`src/rtl/bus_arbiter_pkg.sv`:
```
// Purpose: shared encodings and widths for the two-master bus arbiter.
// Latency: n/a (types and constants only).
// Backpressure: n/a.
package bus_arbiter_pkg;

  localparam int unsigned ADDR_W          = 32;
  localparam int unsigned DATA_W          = 16;
  localparam int unsigned SEL_W           = 2;
  localparam int unsigned CNT_W           = 16;
  localparam int unsigned DEFAULT_TIMEOUT = 255;

  typedef enum logic [1:0] {
    IDLE   = 2'd0,
    GRANT0 = 2'd1,
    GRANT1 = 2'd2,
    DONE   = 2'd3
  } state_t;

endpackage

```
`src/rtl/bus_timeout_counter.sv`:
```
// Purpose: grant wait counter; tc flags the last cycle allowed before a bus error.
// Latency: count updates one cycle after enable; tc is combinational from the count.
// Backpressure: none; saturates at LIMIT-1 instead of wrapping.
module bus_timeout_counter
  import bus_arbiter_pkg::*;
#(
  parameter int unsigned LIMIT = DEFAULT_TIMEOUT
) (
  input  logic clk,
  input  logic reset,
  input  logic clear,
  input  logic enable,
  output logic tc
);

  localparam logic [CNT_W-1:0] LAST = CNT_W'(LIMIT - 1);

  logic [CNT_W-1:0] count;

  // Count waiting grant cycles; cleared outside a grant, holds at the terminal value.
  always_ff @(posedge clk or posedge reset) begin
    if (reset) begin
      count <= '0;
    end else if (clear) begin
      count <= '0;
    end else if (enable && (count != LAST)) begin
      count <= count + 1'b1;
    end
  end

  // Count k means this is grant cycle k+1, so LIMIT-1 marks the LIMIT-th cycle.
  assign tc = (count == LAST);

endmodule

```
`src/rtl/bus_arbiter.sv`:
```
// Purpose: arbitrates two masters onto one slave bus with ack/err handshakes and a grant timeout.
// Latency: request at T drives s_ds at T+1; s_ack at K drives mN_ack from K+1.
// Backpressure: masters hold ds until ack/err; slave stalls by withholding s_ack up to TIMEOUT_CYCLES.
module bus_arbiter
  import bus_arbiter_pkg::*;
#(
  parameter int unsigned TIMEOUT_CYCLES = DEFAULT_TIMEOUT,
  parameter int unsigned ROUND_ROBIN    = 1
) (
  input  logic              clk,
  input  logic              reset,
  input  logic              m0_ds,
  input  logic              m1_ds,
  input  logic              m0_rw,
  input  logic              m1_rw,
  input  logic [ADDR_W-1:0] m0_addr,
  input  logic [ADDR_W-1:0] m1_addr,
  input  logic [SEL_W-1:0]  m0_sel,
  input  logic [SEL_W-1:0]  m1_sel,
  input  logic [DATA_W-1:0] m0_write,
  input  logic [DATA_W-1:0] m1_write,
  output logic [DATA_W-1:0] m0_read,
  output logic [DATA_W-1:0] m1_read,
  output logic              m0_ack,
  output logic              m1_ack,
  output logic              m0_err,
  output logic              m1_err,
  output logic              s_ds,
  output logic              s_rw,
  output logic [ADDR_W-1:0] s_addr,
  output logic [SEL_W-1:0]  s_sel,
  output logic [DATA_W-1:0] s_write,
  input  logic [DATA_W-1:0] s_read,
  input  logic              s_ack
);

  state_t            state;
  logic              last_q;   // last granted master; also the owner during GRANT/DONE
  logic [DATA_W-1:0] rd_q;
  logic              pick;
  logic              in_grant;
  logic              tmo_tc;
  logic              owner_ds;

  assign in_grant = (state == GRANT0) || (state == GRANT1);
  assign owner_ds = last_q ? m1_ds : m0_ds;

  bus_timeout_counter #(
    .LIMIT(TIMEOUT_CYCLES)
  ) u_timeout (
    .clk   (clk),
    .reset (reset),
    .clear (!in_grant),
    .enable(in_grant && !s_ack),
    .tc    (tmo_tc)
  );

  // Choose which requester to grant from IDLE; only meaningful when a ds is high.
  always_comb begin
    pick = 1'b0;
    if (m0_ds && m1_ds) begin
      pick = (ROUND_ROBIN != 0) ? ~last_q : 1'b0;
    end else begin
      pick = m1_ds;
    end
  end

  // Arbitration FSM with registered slave-side and master-side outputs.
  always_ff @(posedge clk or posedge reset) begin
    if (reset) begin
      state   <= IDLE;
      last_q  <= 1'b1;
      rd_q    <= '0;
      s_ds    <= 1'b0;
      s_rw    <= 1'b0;
      s_addr  <= '0;
      s_sel   <= '0;
      s_write <= '0;
      m0_ack  <= 1'b0;
      m1_ack  <= 1'b0;
      m0_err  <= 1'b0;
      m1_err  <= 1'b0;
    end else begin
      case (state)
        IDLE: begin
          if (m0_ds || m1_ds) begin
            last_q  <= pick;
            s_ds    <= 1'b1;
            s_rw    <= pick ? m1_rw    : m0_rw;
            s_addr  <= pick ? m1_addr  : m0_addr;
            s_sel   <= pick ? m1_sel   : m0_sel;
            s_write <= pick ? m1_write : m0_write;
            state   <= pick ? GRANT1 : GRANT0;
          end
        end
        GRANT0, GRANT1: begin
          // A master dropping ds here is ignored; the slave cycle always completes.
          if (s_ack) begin
            rd_q  <= s_read;
            s_ds  <= 1'b0;
            state <= DONE;
            if (last_q) m1_ack <= 1'b1;
            else        m0_ack <= 1'b1;
          end else if (tmo_tc) begin
            s_ds  <= 1'b0;
            state <= DONE;
            if (last_q) m1_err <= 1'b1;
            else        m0_err <= 1'b1;
          end
        end
        DONE: begin
          if (!owner_ds) begin
            m0_ack <= 1'b0;
            m1_ack <= 1'b0;
            m0_err <= 1'b0;
            m1_err <= 1'b0;
            state  <= IDLE;
          end
        end
        default: state <= IDLE;
      endcase
    end
  end

  // Read data is exposed only to the master currently holding ack.
  assign m0_read = m0_ack ? rd_q : '0;
  assign m1_read = m1_ack ? rd_q : '0;

endmodule
```
`config.mk`:
```
export PLATFORM = sky130hd
export DESIGN_NAME = bus_arbiter
export DESIGN_NICKNAME = d
export VERILOG_FILES = /design/src/rtl/bus_arbiter_pkg.sv /design/src/rtl/bus_timeout_counter.sv /design/src/rtl/bus_arbiter.sv
export SDC_FILE = /design/constraint.sdc
export NUM_CORES = 1
export LEC_CHECK = 0
export CAP_MARGIN = 5
export CORE_UTILIZATION = 45
export DETAILED_ROUTE_END_ITERATION = 16
export PLACE_DENSITY = 0.86
export SETUP_SLACK_MARGIN = 0.02
export SYNTH_ARGS = -nofsm -noshare
export SYNTH_HDL_FRONTEND = slang
export SYNTH_HIERARCHICAL = 1
export SYNTH_SLANG_ARGS = --single-unit
export TNS_END_PERCENT = 30
```
`constraint.sdc`:
```
create_clock -name clk -period 3.82 [get_ports clk]
set_clock_uncertainty 0.2 [all_clocks]
set_input_delay 0.382 -clock clk [delete_from_list [all_inputs] [get_ports clk]]
set_output_delay 0.382 -clock clk [all_outputs]
set_load 0.005 [all_outputs]
```
**Yosys cells after proc, flatten, opt, wreduce, memory -nomap -nowiden**

Index checks and enable logic that the tools add are counted.
Widths: inputs -> output; s select.

- Bits in registers: 91
- Word-level logic and storage cells: 80

- Add/subtract/negate cells: 1
- Equality and inequality tests: 14
- Muxes and demuxes: 33
- Bitwise operators: 1
- Reductions and logical operators: 18

Operators by type and width:

| operator | count |
|---|---|
| $mux 16 | 5 |
| $mux 32 | 1 |
| $add 16x1->16 const B | 1 |
| $eq 16x8->1 const B | 1 |
| $ne 16x8->1 const B | 1 |
| $mux 1 | 15 |
| $ne 2x2->1 const B | 7 |
| $mux 2 | 6 |
| $pmux 1 s2 | 5 |
| $reduce_and 5->1 | 2 |
| $reduce_and 4->1 | 2 |
| $pmux 2 s3 | 1 |
| $reduce_and 3->1 | 2 |
| $eq 2x2->1 const B | 2 |
| $reduce_and 2->1 | 2 |
| $reduce_bool 2->1 | 2 |
| $logic_and 1x1->1 | 3 |
| $ne 3x3->1 const B | 1 |
| $eq 2x1->1 const B | 1 |
| $logic_not 2->1 | 1 |
| $logic_or 1x1->1 | 2 |
| $ne 2x1->1 const B | 1 |
| $reduce_or 2->1 | 1 |
| $logic_not 1->1 | 1 |
| $not 1->1 | 1 |

**Logic depth before layout (Yosys ltp)**

- Depth in word-level cells: 6
- Gate-level depth with buffers: 10
- Mapped depth without buffers: 9

**By module**

Netlist, hierarchy kept.

Modules (own cells, without submodules):

| module | instances | cells each | area an instance (um^2) |
|---|---|---|---|
| bus_arbiter | 1 | 341 | 3651.0 |
| bus_timeout_counter | 1 | 98 | 942.2 |

**Least setup slack after synthesis**

Ideal clock, no wire load.

- Kind: reg-to-reg
- Start: register state[0]
- End: register u_timeout.count[13]
- Library setup time: 77 ps
- Data arrival time: 1951 ps
- Slack: 1592 ps
- Cell stages (with the launch flop): 10
- Path through: dfrtp_1 inv_1 ha_1 buf_4 and2b_1 and4_1 clkbuf_2 nand3_1 or3_1 a21oi_1

- Cells in the longest elaborated chain, start to end: 5

RTL lines:

| element | RTL line | source |
|---|---|---|
| start: declaration | bus_arbiter.sv:37 | `state_t state;` |
| start signal: assignment | bus_arbiter.sv:93 | `state <= pick ? GRANT1 : GRANT0;` |
| $eq 2x1->1 or $eq 2x2->1 (tied branches) | bus_arbiter.sv:45 | `assign in_grant = (state == GRANT0) \|\| (state == GRANT1);` |
| $logic_or 1x1->1 (*) | bus_arbiter.sv:45 |  |
| $logic_and 1x1->1 | bus_arbiter.sv:54 | `.enable(in_grant && !s_ack),` |
| $logic_and 1x1->1 | bus_timeout_counter.sv:26 | `end else if (enable && (count != LAST)) begin` |
| $ne 2x1->1 (no line) | -- |  |
| end signal: assignment | bus_timeout_counter.sv:27 | `count <= count + 1'b1;` |
| end: declaration | bus_timeout_counter.sv:18 | `logic [CNT_W-1:0] count;` |

Mark *: on every way between the ends. The rest lies on a longest branch, timed or not.
A chain may end at the register's enable or synchronous reset.

**Worst setup path after layout**

Same ends and word-level chain as after synthesis.

==> qor.txt <==
PnR worst setup slack = 1.185 ns
RSZ-0062 raised after global routing = false
Net Sw Power = 1.577 mW
Main synth FF type = dfrtp_1
clock transition at the registers of the reported paths = 0.09 ns
largest net degree at the start of global routing = 65
EDFF count, synth = 0
Seq/Total Area, Yosys = 49.61%
I/O Buffers = 210
ys async rst share = 100.0%
Crit Path Category = register to register
hold crit path type = input pin to asynchronous set/reset pin
Startpoint Class = register
CTS H-Tree Depth = 3
Area Growth Syn to Fin = 51.84%
syn nets = 566
Worst EP required = 3.89 ns
Initial Util = 46.78%
Gate power share = 49.7%
core area = 0.009819 mm^2
Max VDD drop = 0.4021 mV
Max Fclk = 379.5 MHz
Yosys Warn Count = 6
die height = 103.0 um
CTS tree = done
final hold vios = 0
fin crit share = 68.98%
post-CTS setup buffers = 0
Critical Path Sink Type = register
Slew headroom = 46.85%
Yosys cell types = 50
initial antenna violation count = 0
Final ANT Viol Nets = 0
most instantiated cells after synthesis = dfrtp_1 (90), nand2_1 (58), mux2i_1 (55)
Int Pwr = 3.220 mW
vias in the first global route = 3929
nets@finish = 764
FP Rows = 36
Sink Count = 91
via/cell ratio = 5.217
Die X-Extent = 103.0 um
diode count = 0
setup_tns = 0 ns
post-layout min period = 2.635 ns
mean area per synthesized cell = 10.46 um^2
Slew Viols, Final = 0
share of layout cells above drive strength 1 = 7.321%
post-CTS sizing = 0
CP Max Fanout = 12
gpl congestion = 0.8007
hold buffer count at cts = 0
Worst Reg2Reg Path Length in Cells = 7
leakage = 2.985 nW
top cell type's share of synthesized area = 49.03%
MaxCap Viol Count = 0
Cell Pwr Density = 687.8 mW/mm^2
Post-DP HPWL = 9.119 mm
post-route DRC violation count = 0
dpl ws = 1.110 ns
dominant cell type by area after synthesis = dfrtp_1
top-count cell post-synth = dfrtp_1
I/O pin count = 211
Initial DRT Pass Iterations = 4
Fillers = 766
Least-Margin Pin Slew = 0.7961 ns
wire length per cell = 15.35 um
clk buf depth = 2
first-pass GRT wire length = 18.46 mm
initial drt markers = 99
via count = 4043
Synth Cell Area = 0.004593 mm^2
total gr overflow = 0
final setup violation count = 0
gr usage total = 22.64%
synth top area cells = dfrtp_1 (49%), mux2i_1 (12%), o21ai_1 (5.4%)
run status = completed
sequential power share = 34.2%
total wire length = 11.90 mm
Crit path arrival time = 2.70 ns
Reg2Reg Launch Point = state[0]
Root Buffer = clkbuf_8
Post-Syn Instances = 439
switching share of power = 32.87%
DIE AREA = 0.01062 mm^2
FF-to-FF setup slack = 1.19 ns
total CTS buffers = 9
Clock Latency Late Sink = 0.35 ns
Clk pwr share = 16.1%
reg-to-reg endpoint = u_timeout/count[13]
flip-flop and latch count after synthesis = 91
==> worst max-delay path by stage <==
stage / start / to / slack (ns)
2_1_floorplan: reset / m0_ack / 1.33
3_3_place_gp: s_ack / u_timeout/count[13] / 1.19
3_5_place_dp: s_ack / u_timeout/count[13] / 1.11
4_1_cts: state[0] / u_timeout/count[13] / 1.20
5_1_grt: state[0] / u_timeout/count[13] / 1.05
6_report: state[0] / u_timeout/count[13] / 1.19
==> power groups by stage <==
stage / registers, mW / logic [mW] / clock network [mW]
2_1_floorplan: 1.59 / 1.23 / 0
3_3_place_gp: 1.63 / 2.30 / 0
3_5_place_dp: 1.65 / 2.39 / 0
4_1_cts: 1.64 / 2.41 / 0.791
5_1_grt: 1.69 / 2.62 / 0.825
6_report: 1.64 / 2.38 / 0.772
==> cells by family after synthesis <==
logic type | share of synthesized area [%]
compound gates | 11.82
xor+xnor | 0.7629
fa+ha+maj | 1.090
buf+inv | 5.039
flops | 49.61
mux | 16.24
simple gates | 15.45
==> sequential cells by signal (all words and copies together) (netlist names) <==
register and flops:
last_q 1, m0_ack 1, m0_err 1, m1_ack 1
m1_err 1, rd_q 16, s_addr 32, s_ds 1
s_rw 1, s_sel 2, s_write 16, state 2
u_timeout/count 16
==> routing by layer <==
metal	wire [um]	vias to the layer above	global-route usage, %
li1	-	1931	-
met1	4481	1906	25.25
met2	6230	180	41.85
met3	957	26	5.627
met4	231	0	7.909
met5	0	-	0
==> cells in the final DEF (no fill, tap or decap), types with 3 or more instances in the layout <==
| master | n |
|---|---|
| or4_1 | 3 |
| mux2_2 | 16 |
| nor3_1 | 4 |
| o21ai_0 | 9 |
| and2_1 | 33 |
| nor2_1 | 8 |
| buf_4 | 4 |
| mux2i_1 | 55 |
| inv_1 | 8 |
| clkdlybuf4s50_1 | 210 |
| o31ai_1 | 5 |
| bufinv_16 | 3 |
| ha_1 | 4 |
| a31oi_1 | 7 |
| and3_1 | 3 |
| o21ai_1 | 49 |
| clkbuf_8 | 10 |
| a21oi_1 | 13 |
| nand2_1 | 58 |
| o21bai_1 | 3 |
| dfrtp_1 | 90 |
| nand4_1 | 4 |
| nand3_1 | 5 |
==> stage by stage <==
stage	hold slack [ns]	cell area (um^2)	util (%)	power, mW	cells
floorplan	0.09574	4593	-	2.822	439
global placement	0.2605	6733	68.57	3.929	759
detailed placement	0.2743	6733	68.57	4.048	759
CTS	0.2726	6974	71.02	4.839	775
global route	0.3061	6974	71.02	5.131	775
finish	0.2595	6974	71.02	4.797	775
==> worst max-delay path, cell delays in order, from the launching register on <==
cell	delay, ns
dfrtp_1	0.38
inv_1	0.05
ha_1	0.43
and2b_1	0.41
and4_1	0.42
nand3_1	0.14
or3_1	0.36
a21oi_1	0.16
==> cell type report <==
class	instances	area (um^2)	area share [%]
Clock buffer	11	141.4	2.027
Clock inverter	5	100.1	1.435
Inverter	9	33.78	0.4844
Multi-Input combinational cell	311	2102	30.14
Sequential cell	91	2278	32.67
Tap cell	133	166.4	2.386
Timing Repair Buffer	215	2152	30.86
(Power assumes the default switching activity.)
